`config.mk`:
```
export PLATFORM = sky130hd
export DESIGN_NAME = mem_arbiter
export DESIGN_NICKNAME = d
export VERILOG_FILES = /design/src/rtl/mem_arbiter_pkg.sv /design/src/rtl/mem_arbiter_rr_arbiter.sv /design/src/rtl/mem_arbiter.sv
export SDC_FILE = /design/constraint.sdc
export NUM_CORES = 1
export LEC_CHECK = 0
export CORE_AREA = 10 10 151 153
export DETAILED_ROUTE_END_ITERATION = 12
export DIE_AREA = 0 0 161 163
export HOLD_SLACK_MARGIN = 0.02
export PLACE_DENSITY_LB_ADDON = 0.25
export SLEW_MARGIN = 0
export SYNTH_ARGS = -nofsm -noshare
export SYNTH_HDL_FRONTEND = slang
export SYNTH_HIERARCHICAL = 1
export SYNTH_SLANG_ARGS = --single-unit
```
`constraint.sdc`:
```
create_clock -name clock -period 2.63 [get_ports clock]
set_input_delay 0.6575 -clock clock [delete_from_list [all_inputs] [get_ports clock]]
set_output_delay 0.6575 -clock clock [all_outputs]
set_load 0.02 [all_outputs]
```
`src/rtl/mem_arbiter_pkg.sv`:
```
// Shared definitions for the memory-port arbiter: FSM state codes, arbitration
// mode selectors, AXI response codes and an index-width helper.
// No logic, no latency, no backpressure; imported by mem_arbiter and rr_arbiter.
package mem_arbiter_pkg;

    typedef enum logic [1:0] {
        R_IDLE = 2'b00,
        R_ADDR = 2'b01,
        R_DATA = 2'b10
    } rd_state_e;

    typedef enum logic [1:0] {
        W_IDLE = 2'b00,
        W_REQ  = 2'b01,
        W_RESP = 2'b10
    } wr_state_e;

    localparam int ARB_RR    = 0;   // round-robin
    localparam int ARB_FIXED = 1;   // fixed priority, lowest index wins

    localparam logic [1:0] RESP_OKAY   = 2'b00;
    localparam logic [1:0] RESP_SLVERR = 2'b10;

    // Grant index width; a single master still gets a 1-bit index.
    function automatic int idx_w(input int n);
        return (n > 1) ? $clog2(n) : 1;
    endfunction

endpackage

```
`src/rtl/mem_arbiter_rr_arbiter.sv`:
```
// Request arbiter: combinational grant from req, round-robin or fixed priority.
// Latency: grant is combinational; the rotation pointer advances on update.
// Backpressure: none; caller asserts update only when it accepts the grant.
// Ports: clock/reset (sync active-low), req[N-1:0], update -> grant_idx, grant_valid.
module rr_arbiter
    import mem_arbiter_pkg::*;
#(
    parameter int N    = 2,
    parameter int MODE = ARB_RR
) (
    input  logic                  clock,
    input  logic                  reset,
    input  logic [N-1:0]          req,
    input  logic                  update,
    output logic [idx_w(N)-1:0]   grant_idx,
    output logic                  grant_valid
);

    localparam int IW = idx_w(N);

    logic [IW-1:0] ptr_q;
    logic [IW-1:0] base;
    logic [IW:0]   cand;

    // Fixed priority always searches from master 0.
    assign base = (MODE == ARB_FIXED) ? '0 : ptr_q;

    // Search base, base+1, ... modulo N; first requester wins.
    always_comb begin
        grant_valid = 1'b0;
        grant_idx   = '0;
        cand        = '0;
        for (int i = 0; i < N; i++) begin
            cand = {1'b0, base} + (IW+1)'(i);
            if (cand >= (IW+1)'(N)) begin
                cand = cand - (IW+1)'(N);
            end
            if (!grant_valid && req[cand[IW-1:0]]) begin
                grant_valid = 1'b1;
                grant_idx   = cand[IW-1:0];
            end
        end
    end

    always_ff @(posedge clock) begin
        if (!reset) begin
            ptr_q <= '0;
        end else if (MODE == ARB_RR && update && grant_valid) begin
            ptr_q <= (grant_idx == IW'(N - 1)) ? '0 : grant_idx + 1'b1;
        end
    end

endmodule

```
`src/rtl/mem_arbiter.sv`:
```
// N-master to 1-slave AXI4-Lite-style arbiter with independent read/write paths.
// Latency: master valid at t -> slave valid at t+1; one outstanding txn per direction.
// Backpressure: ready/valid pass-through for the granted master only; others wait.
// Ports: m_* per-master AR/R/AW/W/B (slice i = master i), s_* single slave side,
// clock, reset (synchronous, active-low).
module mem_arbiter
    import mem_arbiter_pkg::*;
#(
    parameter int NUM_MASTERS = 2,
    parameter int ADDR_W      = 32,
    parameter int DATA_W      = 32,
    parameter int ARB_MODE    = ARB_RR
) (
    input  logic                            clock,
    input  logic                            reset,
    input  logic [NUM_MASTERS-1:0]          m_arvalid,
    input  logic [NUM_MASTERS*ADDR_W-1:0]   m_araddr,
    input  logic [NUM_MASTERS*3-1:0]        m_arsize,
    output logic [NUM_MASTERS-1:0]          m_arready,
    output logic [NUM_MASTERS-1:0]          m_rvalid,
    output logic [DATA_W-1:0]               m_rdata,
    output logic [1:0]                      m_rresp,
    input  logic [NUM_MASTERS-1:0]          m_rready,
    input  logic [NUM_MASTERS-1:0]          m_awvalid,
    input  logic [NUM_MASTERS*ADDR_W-1:0]   m_awaddr,
    output logic [NUM_MASTERS-1:0]          m_awready,
    input  logic [NUM_MASTERS-1:0]          m_wvalid,
    input  logic [NUM_MASTERS*DATA_W-1:0]   m_wdata,
    input  logic [NUM_MASTERS*DATA_W/8-1:0] m_wstrb,
    output logic [NUM_MASTERS-1:0]          m_wready,
    output logic [NUM_MASTERS-1:0]          m_bvalid,
    output logic [1:0]                      m_bresp,
    input  logic [NUM_MASTERS-1:0]          m_bready,
    output logic                            s_arvalid,
    output logic [ADDR_W-1:0]               s_araddr,
    output logic [2:0]                      s_arsize,
    input  logic                            s_arready,
    input  logic                            s_rvalid,
    input  logic [DATA_W-1:0]               s_rdata,
    input  logic [1:0]                      s_rresp,
    output logic                            s_rready,
    output logic                            s_awvalid,
    output logic [ADDR_W-1:0]               s_awaddr,
    input  logic                            s_awready,
    output logic                            s_wvalid,
    output logic [DATA_W-1:0]               s_wdata,
    output logic [DATA_W/8-1:0]             s_wstrb,
    input  logic                            s_wready,
    input  logic                            s_bvalid,
    input  logic [1:0]                      s_bresp,
    output logic                            s_bready
);

    localparam int N      = NUM_MASTERS;
    localparam int IW     = idx_w(N);
    localparam int STRB_W = DATA_W / 8;

    // ---------------- read path ----------------
    rd_state_e     r_state_q;
    logic [IW-1:0] r_gnt_q;
    logic [IW-1:0] r_gnt_idx;
    logic          r_gnt_vld;
    logic          s_arvalid_q;

    rr_arbiter #(.N(N), .MODE(ARB_MODE)) u_rd_arb (
        .clock       (clock),
        .reset       (reset),
        .req         (m_arvalid),
        .update      (r_state_q == R_IDLE),
        .grant_idx   (r_gnt_idx),
        .grant_valid (r_gnt_vld)
    );

    always_ff @(posedge clock) begin
        if (!reset) begin
            r_state_q   <= R_IDLE;
            r_gnt_q     <= '0;
            s_arvalid_q <= 1'b0;
        end else begin
            case (r_state_q)
                R_IDLE: if (r_gnt_vld) begin
                    r_gnt_q     <= r_gnt_idx;
                    s_arvalid_q <= 1'b1;
                    r_state_q   <= R_ADDR;
                end
                R_ADDR: if (s_arready) begin
                    s_arvalid_q <= 1'b0;
                    r_state_q   <= R_DATA;
                end
                R_DATA: if (s_rvalid && m_rready[r_gnt_q]) begin
                    r_state_q <= R_IDLE;
                end
                default: begin
                    s_arvalid_q <= 1'b0;
                    r_state_q   <= R_IDLE;
                end
            endcase
        end
    end

    assign s_arvalid = s_arvalid_q;
    assign s_araddr  = m_araddr[int'(r_gnt_q)*ADDR_W +: ADDR_W];
    assign s_arsize  = m_arsize[int'(r_gnt_q)*3 +: 3];
    assign m_rdata   = s_rdata;
    assign m_rresp   = s_rresp;

    always_comb begin
        m_arready = '0;
        m_rvalid  = '0;
        s_rready  = 1'b0;
        if (r_state_q == R_ADDR) begin
            m_arready[r_gnt_q] = s_arready;
        end
        if (r_state_q == R_DATA) begin
            m_rvalid[r_gnt_q] = s_rvalid;
            s_rready          = m_rready[r_gnt_q];
        end
    end

    // ---------------- write path ----------------
    wr_state_e     w_state_q;
    logic [IW-1:0] w_gnt_q;
    logic [IW-1:0] w_gnt_idx;
    logic          w_gnt_vld;
    logic          aw_done_q;
    logic          w_done_q;
    logic          aw_hs;
    logic          w_hs;

    // A write is requested as soon as either half shows up.
    rr_arbiter #(.N(N), .MODE(ARB_MODE)) u_wr_arb (
        .clock       (clock),
        .reset       (reset),
        .req         (m_awvalid | m_wvalid),
        .update      (w_state_q == W_IDLE),
        .grant_idx   (w_gnt_idx),
        .grant_valid (w_gnt_vld)
    );

    // AW and W complete independently; each half is masked once it has handshaked.
    assign s_awvalid = (w_state_q == W_REQ) && m_awvalid[w_gnt_q] && !aw_done_q;
    assign s_wvalid  = (w_state_q == W_REQ) && m_wvalid[w_gnt_q]  && !w_done_q;
    assign aw_hs     = s_awvalid && s_awready;
    assign w_hs      = s_wvalid  && s_wready;
    assign s_awaddr  = m_awaddr[int'(w_gnt_q)*ADDR_W +: ADDR_W];
    assign s_wdata   = m_wdata[int'(w_gnt_q)*DATA_W +: DATA_W];
    assign s_wstrb   = m_wstrb[int'(w_gnt_q)*STRB_W +: STRB_W];
    assign m_bresp   = s_bresp;

    always_ff @(posedge clock) begin
        if (!reset) begin
            w_state_q <= W_IDLE;
            w_gnt_q   <= '0;
            aw_done_q <= 1'b0;
            w_done_q  <= 1'b0;
        end else begin
            case (w_state_q)
                W_IDLE: if (w_gnt_vld) begin
                    w_gnt_q   <= w_gnt_idx;
                    aw_done_q <= 1'b0;
                    w_done_q  <= 1'b0;
                    w_state_q <= W_REQ;
                end
                W_REQ: begin
                    aw_done_q <= aw_done_q | aw_hs;
                    w_done_q  <= w_done_q  | w_hs;
                    if ((aw_done_q | aw_hs) && (w_done_q | w_hs)) begin
                        w_state_q <= W_RESP;
                    end
                end
                W_RESP: if (s_bvalid && m_bready[w_gnt_q]) begin
                    w_state_q <= W_IDLE;
                end
                default: w_state_q <= W_IDLE;
            endcase
        end
    end

    always_comb begin
        m_awready = '0;
        m_wready  = '0;
        m_bvalid  = '0;
        s_bready  = 1'b0;
        if (w_state_q == W_REQ) begin
            m_awready[w_gnt_q] = s_awready && !aw_done_q;
            m_wready[w_gnt_q]  = s_wready  && !w_done_q;
        end
        if (w_state_q == W_RESP) begin
            m_bvalid[w_gnt_q] = s_bvalid;
            s_bready          = m_bready[w_gnt_q];
        end
    end

endmodule
```
==> flow_summary.yaml, run 1 <==
clocking:
  cts_tree: "done"
  ctsLongestPathBuffers: 2
  clk_root_buffer_cell: "sky130_fd_sc_hd__clkbuf_16"
  cts_buffers: 3
  clk_pin_slew_ns: 0.04
  clock_sink_count: 11
  cts_hold_buffers: 0
  clock_tree.htree_level_count: 1
  insertion_delay_ns: 0.23
timing:
  totalNegativeSetupSlack_ns: 0
  setup_viol: 0
  layout_min_cycle_time_ns: 2.61
  final.hold.worst_slack_ns: 0.480
  slew_headroom_pct: 74.6
  fmax_mhz: 383
  min_period_over_period_pct: 99.4
  report.final.slew_viol_count: 0
  grt_setup_unrepaired: "no"
  hold_viol: 0
  setup_slack_ns: 0.0159
  max_slew.worst_pin.slew_ns: 0.370
  timing.clock.skew_ns: 0.000468
floorplanning:
  die_h_um: 163
  num_rows: 52
  io-pin-count: 413
  start_util_pct: 11.2
  coreArea_um2: 19900
  dieArea_um2: 26200
  die_x_um: 161
drt:
  antenna_left: 0
  wl_mm: 16.2
  drt-initial-drc-count: 60
  remaining_drc_errors: 0
  wire_per_inst_um: 19.9
  post_drt_via_cell_ratio: 3.64
  via_count: 2964
  number_of_detailed_route_iterations_in_the_first_pass: 4
place:
  portBuffers: 340
  post-place-ws_ns: -0.218
  postPlaceCellArea_um2: 5750
  post-dp-hpwl_mm: 14.7
  place_congestion: 0.827
status:
  status: "complete, no violations"
power:
  combPwrFrac_pct: 70.5
  ir_drop_v: 0.000181
  power_density_nw_per_um2: 278
  clock_power_share_pct: 17.2
  seq_power_share_pct: 12.3
  p_switching_w: 0.000538
  switching_portion_of_total_power_pct: 33.1
  p_int_w: 0.00109
  total_leakage_power_nw: 2.21
global_routing:
  first_pass_grt_wire_length_mm: 22.6
  antenna_found_initial: 1
  gr-usage-all-layers_pct: 11.2
  globalRouteOverflowTotal: 0
  vias_in_the_first_global_route: 3353
  grt_start_max_net_pins: 41
synth:
  synth_top_area_share_pct: 52.0
  syn-num-nets: 497
  post_synth_design_cell_area_um2: 2230
  ys_types: 34
  count_of_synthesis_stage_warnings_from_yosys: 6
  leading_post_synthesis_cells_by_cell_area: "sky130_fd_sc_hd__mux2_2, sky130_fd_sc_hd__buf_4, sky130_fd_sc_hd__dfxtp_1"
  synth.avg_cell_area_um2: 9.37
  yosysTopAreaCell: "sky130_fd_sc_hd__mux2_2"
  syn-instance-count: 238
  yosys_register_bits: 11
  yosysSeqAreaShare_pct: 9.87
finish:
  post-route-cell-area_um2: 5840
  insertedDiodeCount: 0
  layout-area-overhead-vs-synth_pct: 162
  final_layout_size_suffix_gt1_share_pct: 24.1
  finish.net_count: 804
  finalCoreUtilization_pct: 29.3
critical_path:
  timing.critical_path.arrival_ns: 1.96
  crit_path_end_kind: "primary output"
  startpoint_type: "primary input"
  cp_data_required_time_ns: 1.97
  worstSetupPathType: "in2out"
  path_max_fanout: 1
flow_run:
  drv.max_cap_violation_count: 0
worst_hold_path:
  hold_class: "reg2reg"
## what timing repair did
item	in CTS	in global routing
gates cloned	0	0
endpoints found under the setup margin	10	8
pin swaps	0	0
buffers inserted	0	0
resized for setup	10	8
## per-layer routing
layer / track usage [%] / vias up / part of all wire [%]
met2: 21.5 / 136 / 56
met5: 0 / - / 0
met3: 3.31 / 14 / 7.6
met1: 11.9 / 1377 / 36
met4: 2.23 / 0 / 0.79
li1: - / 1437 / -
## path summary, 6_finish.rpt
| path | startpoint | to | slack (ns) | cells past startpoint |
|---|---|---|---|---|
| max reg2reg | w_gnt_q | w_state_q[0] | 1.04 | 4 |
| max | m_awaddr[7] | s_awaddr[7] | 0.02 | 3 |
| min reg2reg | s_arvalid | s_arvalid | 0.48 | 2 |
| min | s_arvalid | s_arvalid | 0.48 | 2 |
## final cells by class
cell class                      instances  area [um^2]
Clock buffer                            4         78.8
Fill cell                            2099        14100
Inverter                                8         30.0
Multi-Input combinational cell        168         1610
Sequential cell                        11          224
Tap cell                              270          338
Timing Repair Buffer                  353         3550
## cell families after synthesis
| group | synth area share, % |
|---|---|
| DFF | 9.87 |
| muxes | 55.1 |
| buffers and inverters | 17.8 |
| AOI/OAI and AO/OA | 5.72 |
| and+or+nand+nor | 11.4 |
## Yosys cell counts
| library cell | number |
|---|---|
| sky130_fd_sc_hd__mux2_2 | 103 |
| sky130_fd_sc_hd__buf_4 | 40 |
| sky130_fd_sc_hd__dfxtp_1 | 11 |
| sky130_fd_sc_hd__buf_2 | 9 |
| sky130_fd_sc_hd__nor2_1 | 9 |
| sky130_fd_sc_hd__inv_1 | 7 |
| sky130_fd_sc_hd__nand2_1 | 7 |
| sky130_fd_sc_hd__nor3b_1 | 6 |
| sky130_fd_sc_hd__nor3_1 | 5 |
| sky130_fd_sc_hd__a21oi_1 | 4 |
| sky130_fd_sc_hd__mux2i_1 | 4 |
| sky130_fd_sc_hd__or2_2 | 4 |
| sky130_fd_sc_hd__a21boi_0 | 2 |
| sky130_fd_sc_hd__a31o_1 | 2 |
| sky130_fd_sc_hd__and4b_1 | 2 |
| sky130_fd_sc_hd__buf_6 | 2 |
| sky130_fd_sc_hd__mux2_4 | 2 |
| sky130_fd_sc_hd__nand2b_1 | 2 |
| sky130_fd_sc_hd__o21bai_1 | 2 |
| sky130_fd_sc_hd__a31oi_1 | 1 |
| sky130_fd_sc_hd__a32oi_1 | 1 |
| sky130_fd_sc_hd__a32oi_2 | 1 |
| sky130_fd_sc_hd__and4_1 | 1 |
| sky130_fd_sc_hd__clkinv_1 | 1 |
| sky130_fd_sc_hd__nand3_1 | 1 |
| sky130_fd_sc_hd__nand3b_1 | 1 |
| sky130_fd_sc_hd__nand4b_1 | 1 |
| sky130_fd_sc_hd__nor2b_1 | 1 |
| sky130_fd_sc_hd__nor2b_4 | 1 |
| sky130_fd_sc_hd__nor4b_1 | 1 |
| sky130_fd_sc_hd__o2111ai_1 | 1 |
| sky130_fd_sc_hd__o221a_1 | 1 |
| sky130_fd_sc_hd__o41ai_1 | 1 |
| sky130_fd_sc_hd__or3b_2 | 1 |
## power by group through the flow
stage	registers [W]	logic, W	clock network [W]
2_1_floorplan	0.000194	0.000548	0
3_3_place_gp	0.000203	0.00116	0
3_5_place_dp	0.000203	0.00116	0
4_1_cts	0.000200	0.00116	0.000283
5_1_grt	0.000202	0.00121	0.000293
6_report	0.000200	0.00115	0.000279
## critical path: stages
cell	delay, ns
sky130_fd_sc_hd__clkdlybuf4s50_1	0.46
sky130_fd_sc_hd__mux2_2	0.20
sky130_fd_sc_hd__clkdlybuf4s50_1	0.64
## layout by cell type, fill, tap and decap left out, drive strengths merged, types with 2 or more instances in the layout
master / synthesis / routed
nor3: 5 / 5
or2: 4 / 4
clkbuf: 0 / 4
dlygate4sd2: 0 / 9
a21boi: 2 / 2
clkdlybuf4s50: 0 / 321
nand2: 7 / 7
and4b: 2 / 2
buf: 51 / 15
mux2: 105 / 105
a21oi: 4 / 4
nor2: 9 / 9
nor2b: 2 / 2
a31o: 2 / 2
inv: 7 / 7
mux2i: 4 / 4
dfxtp: 11 / 11
nor3b: 6 / 6
o21bai: 2 / 2
a32oi: 2 / 2
dlymetal6s2s: 0 / 7
nand2b: 2 / 2
## per-stage QoR
step / std cells / total power [W]
finish: 814 / 0.00162
global route: 814 / 0.00171
CTS: 814 / 0.00165
detailed placement: 810 / 0.00136
global placement: 810 / 0.00136
floorplan: 238 / 0.000742
Note: power is estimated with default switching activity, not from simulation.
==> run 2: changes to the inputs <==
SKIP_CTS_REPAIR_TIMING = 1   (was default)
clock period = 3.2 ns   (was 2.63 ns; I/O delays follow)
==> run 2 against run 1 <==
- via count fell by 2.5%
- clock power is 20% lower
- register-to-register slack better by 0.65 ns
- largest cell class unchanged
- critical path depth grew 1
- worst setup slack better by 0.062 ns
- sequential cell count unchanged
- sequential power shrank 16%
- highest routed layer unchanged
- non-clock buffer count fell by 6
- largest power group unchanged
- worst hold slack worse by 0.0094 ns
- clock skew about the same
- sequential share of layout area is 0.056 points higher
- critical endpoint is now s_bready
- cell count shrank 0.74%
==> flow_summary.yaml, run 2 (synthesis gave the netlist of run 1 again) <==
finish:
  insertedDiodeCount: 0
  regArea_um2: 224
  final_layout_size_suffix_gt1_share_pct: 23.0
  layout_commonest_cell: "sky130_fd_sc_hd__clkdlybuf4s50_1"
  layout-area-overhead-vs-synth_pct: 158
  finish.net_count: 798
  fillCellCount: 2089
  multi_input_comb_area_um2: 1610
  final_cell_mix: "sky130_fd_sc_hd__clkdlybuf4s50_1, sky130_fd_sc_hd__mux2_2, sky130_fd_sc_hd__dfxtp_1, sky130_fd_sc_hd__nor2_1"
timing:
  setup_viol: 0
  hold_viol: 0
  layout_min_cycle_time_ns: 3.12
  slew_headroom_pct: 66.3
  max_slew.worst_pin.slew_ns: 0.506
  timing.clock.skew_ns: 0.000277
  report.final.slew_viol_count: 0
  totalNegativeSetupSlack_ns: 0
  fmax_mhz: 320
  min_period_over_period_pct: 97.6
  grt_setup_unrepaired: "no"
critical_path:
  critical_path.max_stage_delay_ns: 0.65
  regToRegEndpoint: "w_state_q[1]"
  crit_path_end_kind: "primary output"
  worstSetupPathType: "in2out"
  timing.critical_path.cells: "clkdlybuf4s50_1, mux2i_1, nor3b_1, clkdlybuf4s50_1"
  timing.critical_path.arrival_ns: 2.32
  startpoint_type: "primary input"
  crit_end: "s_bready"
  worstReg2RegStart: "w_gnt_q"
  worst_path_most_repeated_cell: "sky130_fd_sc_hd__clkdlybuf4s50_1"
  path_max_fanout: 2
  critical_path.startpoint: "m_bready[0]"
  critical-path-slowest-cell: "sky130_fd_sc_hd__clkdlybuf4s50_1"
  timing.reg2reg.worst_path_depth: 3
  worst-r2r-setup-slack_ns: 1.69
  cp_data_required_time_ns: 2.40
global_routing:
  gr-usage-all-layers_pct: 11.1
  grt_start_max_net_pins: 41
  vias_in_the_first_global_route: 3219
  globalRouteOverflowTotal: 0
  antenna_found_initial: 0
  first_pass_grt_wire_length_mm: 22.4
floorplanning:
  num_rows: 52
  coreArea_um2: 19900
  die_x_um: 161
  io-pin-count: 413
  dieArea_um2: 26200
  die_h_um: 163
  start_util_pct: 11.2
clocking:
  clock_tree.htree_level_count: 1
  clk_pin_slew_ns: 0.04
  cts_tree: "done"
  cts_buffers: 3
  ctsLongestPathBuffers: 2
  insertion_delay_ns: 0.23
  clk_root_buffer_cell: "sky130_fd_sc_hd__clkbuf_16"
  clock_sink_count: 11
place:
  place_congestion: 0.831
  portBuffers: 340
  post-dp-hpwl_mm: 14.5
drt:
  number_of_detailed_route_iterations_in_the_first_pass: 4
  drt-initial-drc-count: 111
  antenna_left: 0
  wl_mm: 16.0
  wire_per_inst_um: 19.8
  via_count: 2889
  remaining_drc_errors: 0
  post_drt_via_cell_ratio: 3.58
power:
  total_leakage_power_nw: 2.06
  ir_drop_v: 0.000123
  post-layout-total-power_w: 0.00132
  power_density_nw_per_um2: 230
flow_run:
  drv.max_cap_violation_count: 0
worst_hold_path:
  hold_class: "reg2reg"
status:
  status: "complete, no violations"
==> run 2: cell types whose count changed in the layout (fill, tap and decap cells not counted) <==
cell	change
sky130_fd_sc_hd__buf_12	-3
sky130_fd_sc_hd__buf_4	-4
sky130_fd_sc_hd__clkdlybuf4s15_1	-1
sky130_fd_sc_hd__clkdlybuf4s50_1	+17
sky130_fd_sc_hd__dlygate4sd2_1	-9
sky130_fd_sc_hd__dlymetal6s2s_1	-6
==> run 2: area by class of cell <==
| type | count | area share, % |
|---|---|---|
| clock buffer | 4 | 1.37 |
| multi-input combinational | 168 | 28.0 |
| tap | 270 | 5.87 |
| sequential | 11 | 3.89 |
| timing repair buffer | 347 | 60.3 |
| inverter | 8 | 0.522 |
==> run 2: critical path: cells and delay by family <==
kind | cells | cell delay (ns)
buffers and inverters | 2 | 1.11
muxes | 1 | 0.14
and+or+nand+nor | 1 | 0.26
==> run 2: worst min path at each step <==
stage                   start  cells past startpoint  slack (ns)         to
finish              s_arvalid                      2        0.47  s_arvalid
global route        s_arvalid                      2        0.50  s_arvalid
CTS                 s_arvalid                      2        0.48  s_arvalid
detailed placement  s_arvalid                      2        0.47  s_arvalid
global placement    s_arvalid                      2        0.46  s_arvalid
floorplan           flip-flop                      1        0.46  flip-flop
==> run 2: report_power, final <==
part | switching (W) | leakage, nW | internal [W]
clock network | 0.0000570 | 0.0382 | 0.000167
registers | 0.0000195 | 0.0914 | 0.000148
logic | 0.000358 | 1.93 | 0.000571
total | 0.000434 | 2.06 | 0.000886
==> run 2: through the flow <==
stage                     setup WS (ns)  area (um^2)  std cells  hold WS [ns]  utilization (%)
after floorplan                   0.837         2230        238         0.464                -
after global placement           0.0418         5670        804         0.459             28.5
after CTS                        0.0240         5750        808         0.476             28.9
after detailed placement         0.0333         5670        804         0.472             28.5
final                            0.0778         5750        808         0.470             28.9
after global routing             0.0217         5750        808         0.500             28.9
==> run 2: layer usage <==
layer	GRT usage, %	up-vias	part of all wire [%]
met3	2.96	12	6.5
met5	0	-	0
met2	20.5	128	54
li1	-	1422	-
met1	12.6	1327	39
met4	2.15	0	0.63
==> run 3: changes to the inputs <==
CORE_AREA = 10 10 152 154   (was 10 10 151 153)
CTS_BUF_LIST = sky130_fd_sc_hd__clkbuf_8   (was default)
DIE_AREA = 0 0 162 164   (was 0 0 161 163)
==> run 3 against run 2 <==
- maximum frequency grew 0.32%
- highest routed layer unchanged
- clock power shrank 41%
- clock skew is essentially flat
- wire length shrank 0.27%
- sequential cell count is the same
- non-clock buffer count grew 3
- count of clock-buffer cells in the layout shrank 1
- register-to-register slack lost 0.13 ns
- core utilization shrank 0.32 points
- worst hold slack gained 0.0049 ns
- design area shrank 0.46%
- critical path type unchanged
==> flow_summary.yaml, run 3 (synthesis gave the netlist of run 1 again) <==
timing:
  hold_viol: 0
  setup_slack_ns: 0.0878
  grt_setup_unrepaired: "no"
  report.final.slew_viol_count: 0
  timing.clock.skew_ns: 0.000325
  slew_headroom_pct: 64.1
  min_period_over_period_pct: 97.3
  max_slew.worst_pin.slew_ns: 0.539
  totalNegativeSetupSlack_ns: 0
  layout_min_cycle_time_ns: 3.11
  setup_viol: 0
  fmax_mhz: 321
power:
  ir_drop_v: 0.0000731
  seq_power_share_pct: 13.9
  p_int_w: 0.000803
  post-layout-total-power_w: 0.00123
  total_leakage_power_nw: 2.05
  power_density_nw_per_um2: 214
  clock_power_share_pct: 10.8
  p_switching_w: 0.000425
  combPwrFrac_pct: 75.3
  switching_portion_of_total_power_pct: 34.6
floorplanning:
  io-pin-count: 413
  die_x_um: 162
  num_rows: 52
  dieArea_um2: 26600
  die_h_um: 164
  coreArea_um2: 20000
  start_util_pct: 11.1
critical_path:
  worstSetupPathType: "in2out"
  path_max_fanout: 3
  crit_path_end_kind: "primary output"
  timing.critical_path.arrival_ns: 2.31
  cp_data_required_time_ns: 2.40
  timing.reg2reg.worst_path_depth: 3
  startpoint_type: "primary input"
drt:
  wl_mm: 15.9
  post_drt_via_cell_ratio: 3.57
  number_of_detailed_route_iterations_in_the_first_pass: 4
  antenna_left: 0
  wire_per_inst_um: 19.6
  drt-initial-drc-count: 56
  via_count: 2897
  remaining_drc_errors: 0
place:
  portBuffers: 340
  post-dp-hpwl_mm: 14.7
  post-place-ws_ns: 0.0659
  postPlaceCellArea_um2: 5680
  place_congestion: 0.741
clocking:
  clk_pin_slew_ns: 0.05
  cts_tree: "done"
  clk_root_buffer_cell: "sky130_fd_sc_hd__clkbuf_8"
  clock_tree.htree_level_count: 1
  clock_sink_count: 11
  cts_buffers: 3
  ctsLongestPathBuffers: 2
  insertion_delay_ns: 0.23
finish:
  insertedDiodeCount: 0
  final_cell_mix: "sky130_fd_sc_hd__clkdlybuf4s50_1, sky130_fd_sc_hd__mux2_2, sky130_fd_sc_hd__buf_4, sky130_fd_sc_hd__dfxtp_1, sky130_fd_sc_hd__nor2_1"
  finish.net_count: 801
  finalCoreUtilization_pct: 28.6
  layout-area-overhead-vs-synth_pct: 157
  layout_commonest_cell: "sky130_fd_sc_hd__clkdlybuf4s50_1"
  post-route-cell-area_um2: 5730
  final_layout_size_suffix_gt1_share_pct: 23.5
global_routing:
  first_pass_grt_wire_length_mm: 22.1
  grt_start_max_net_pins: 41
  gr-usage-all-layers_pct: 10.8
  vias_in_the_first_global_route: 3383
  antenna_found_initial: 0
  globalRouteOverflowTotal: 0
worst_hold_path:
  hold_class: "reg2reg"
  hold_depth: 2
flow_run:
  drv.max_cap_violation_count: 0
status:
  status: "complete, no violations"
-- run 3: cell types whose count changed in the layout (fill, tap and decap cells not counted), sizes merged --
cell | before | now
buf | 8 | 11
clkbuf | 4 | 3
clkdlybuf4s50 | 338 | 339
dlymetal6s2s | 1 | 0
inv | 7 | 8
-- run 3: area by class of cell --
class                           instances  area [um^2]
Clock inverter                          1         3.75
Clock buffer                            3         41.3
Sequential cell                        11          224
Tap cell                              270          338
Timing Repair Buffer                  350         3480
Inverter                                8         30.0
Multi-Input combinational cell        168         1610
Fill cell                            2137        14300
-- run 3: critical path: stages --
cell                              delay (ns)
sky130_fd_sc_hd__clkdlybuf4s50_1        0.52
sky130_fd_sc_hd__nand2_1                0.11
sky130_fd_sc_hd__nor3b_1                0.23
sky130_fd_sc_hd__clkdlybuf4s50_1        0.65
-- run 3: per-stage QoR --
stage          cells  hold slack (ns)
5_1_grt          811            0.533
2_1_floorplan    238            0.464
3_3_place_gp     807            0.461
3_5_place_dp     807            0.474
6_report         811            0.475
4_1_cts          811            0.477
-- run 3: metal layers --
metal / track usage (%) / routed length [um]
met1: 11.9 / 6030
met2: 20.4 / 8720
met3: 3.08 / 1100
met4: 1.74 / 85
met5: 0 / 0
-- run 3: final timing paths --
kind / startpoint / endpoint / slack [ns]
worst max-delay path: s_wready / m_wready[1] / 0.09
worst min-delay path: s_arvalid / s_arvalid / 0.48
worst max register to register: w_gnt_q / w_state_q[1] / 1.56
worst min register to register: s_arvalid / s_arvalid / 0.48
-- run 3: power groups by stage --
stage               logic, W  clock network (W)  registers [W]
floorplan           0.000450                  0       0.000159
global placement    0.000932                  0       0.000173
detailed placement  0.000935                  0       0.000174
CTS                 0.000942           0.000141       0.000171
global route        0.000981           0.000148       0.000174
finish              0.000925           0.000133       0.000170
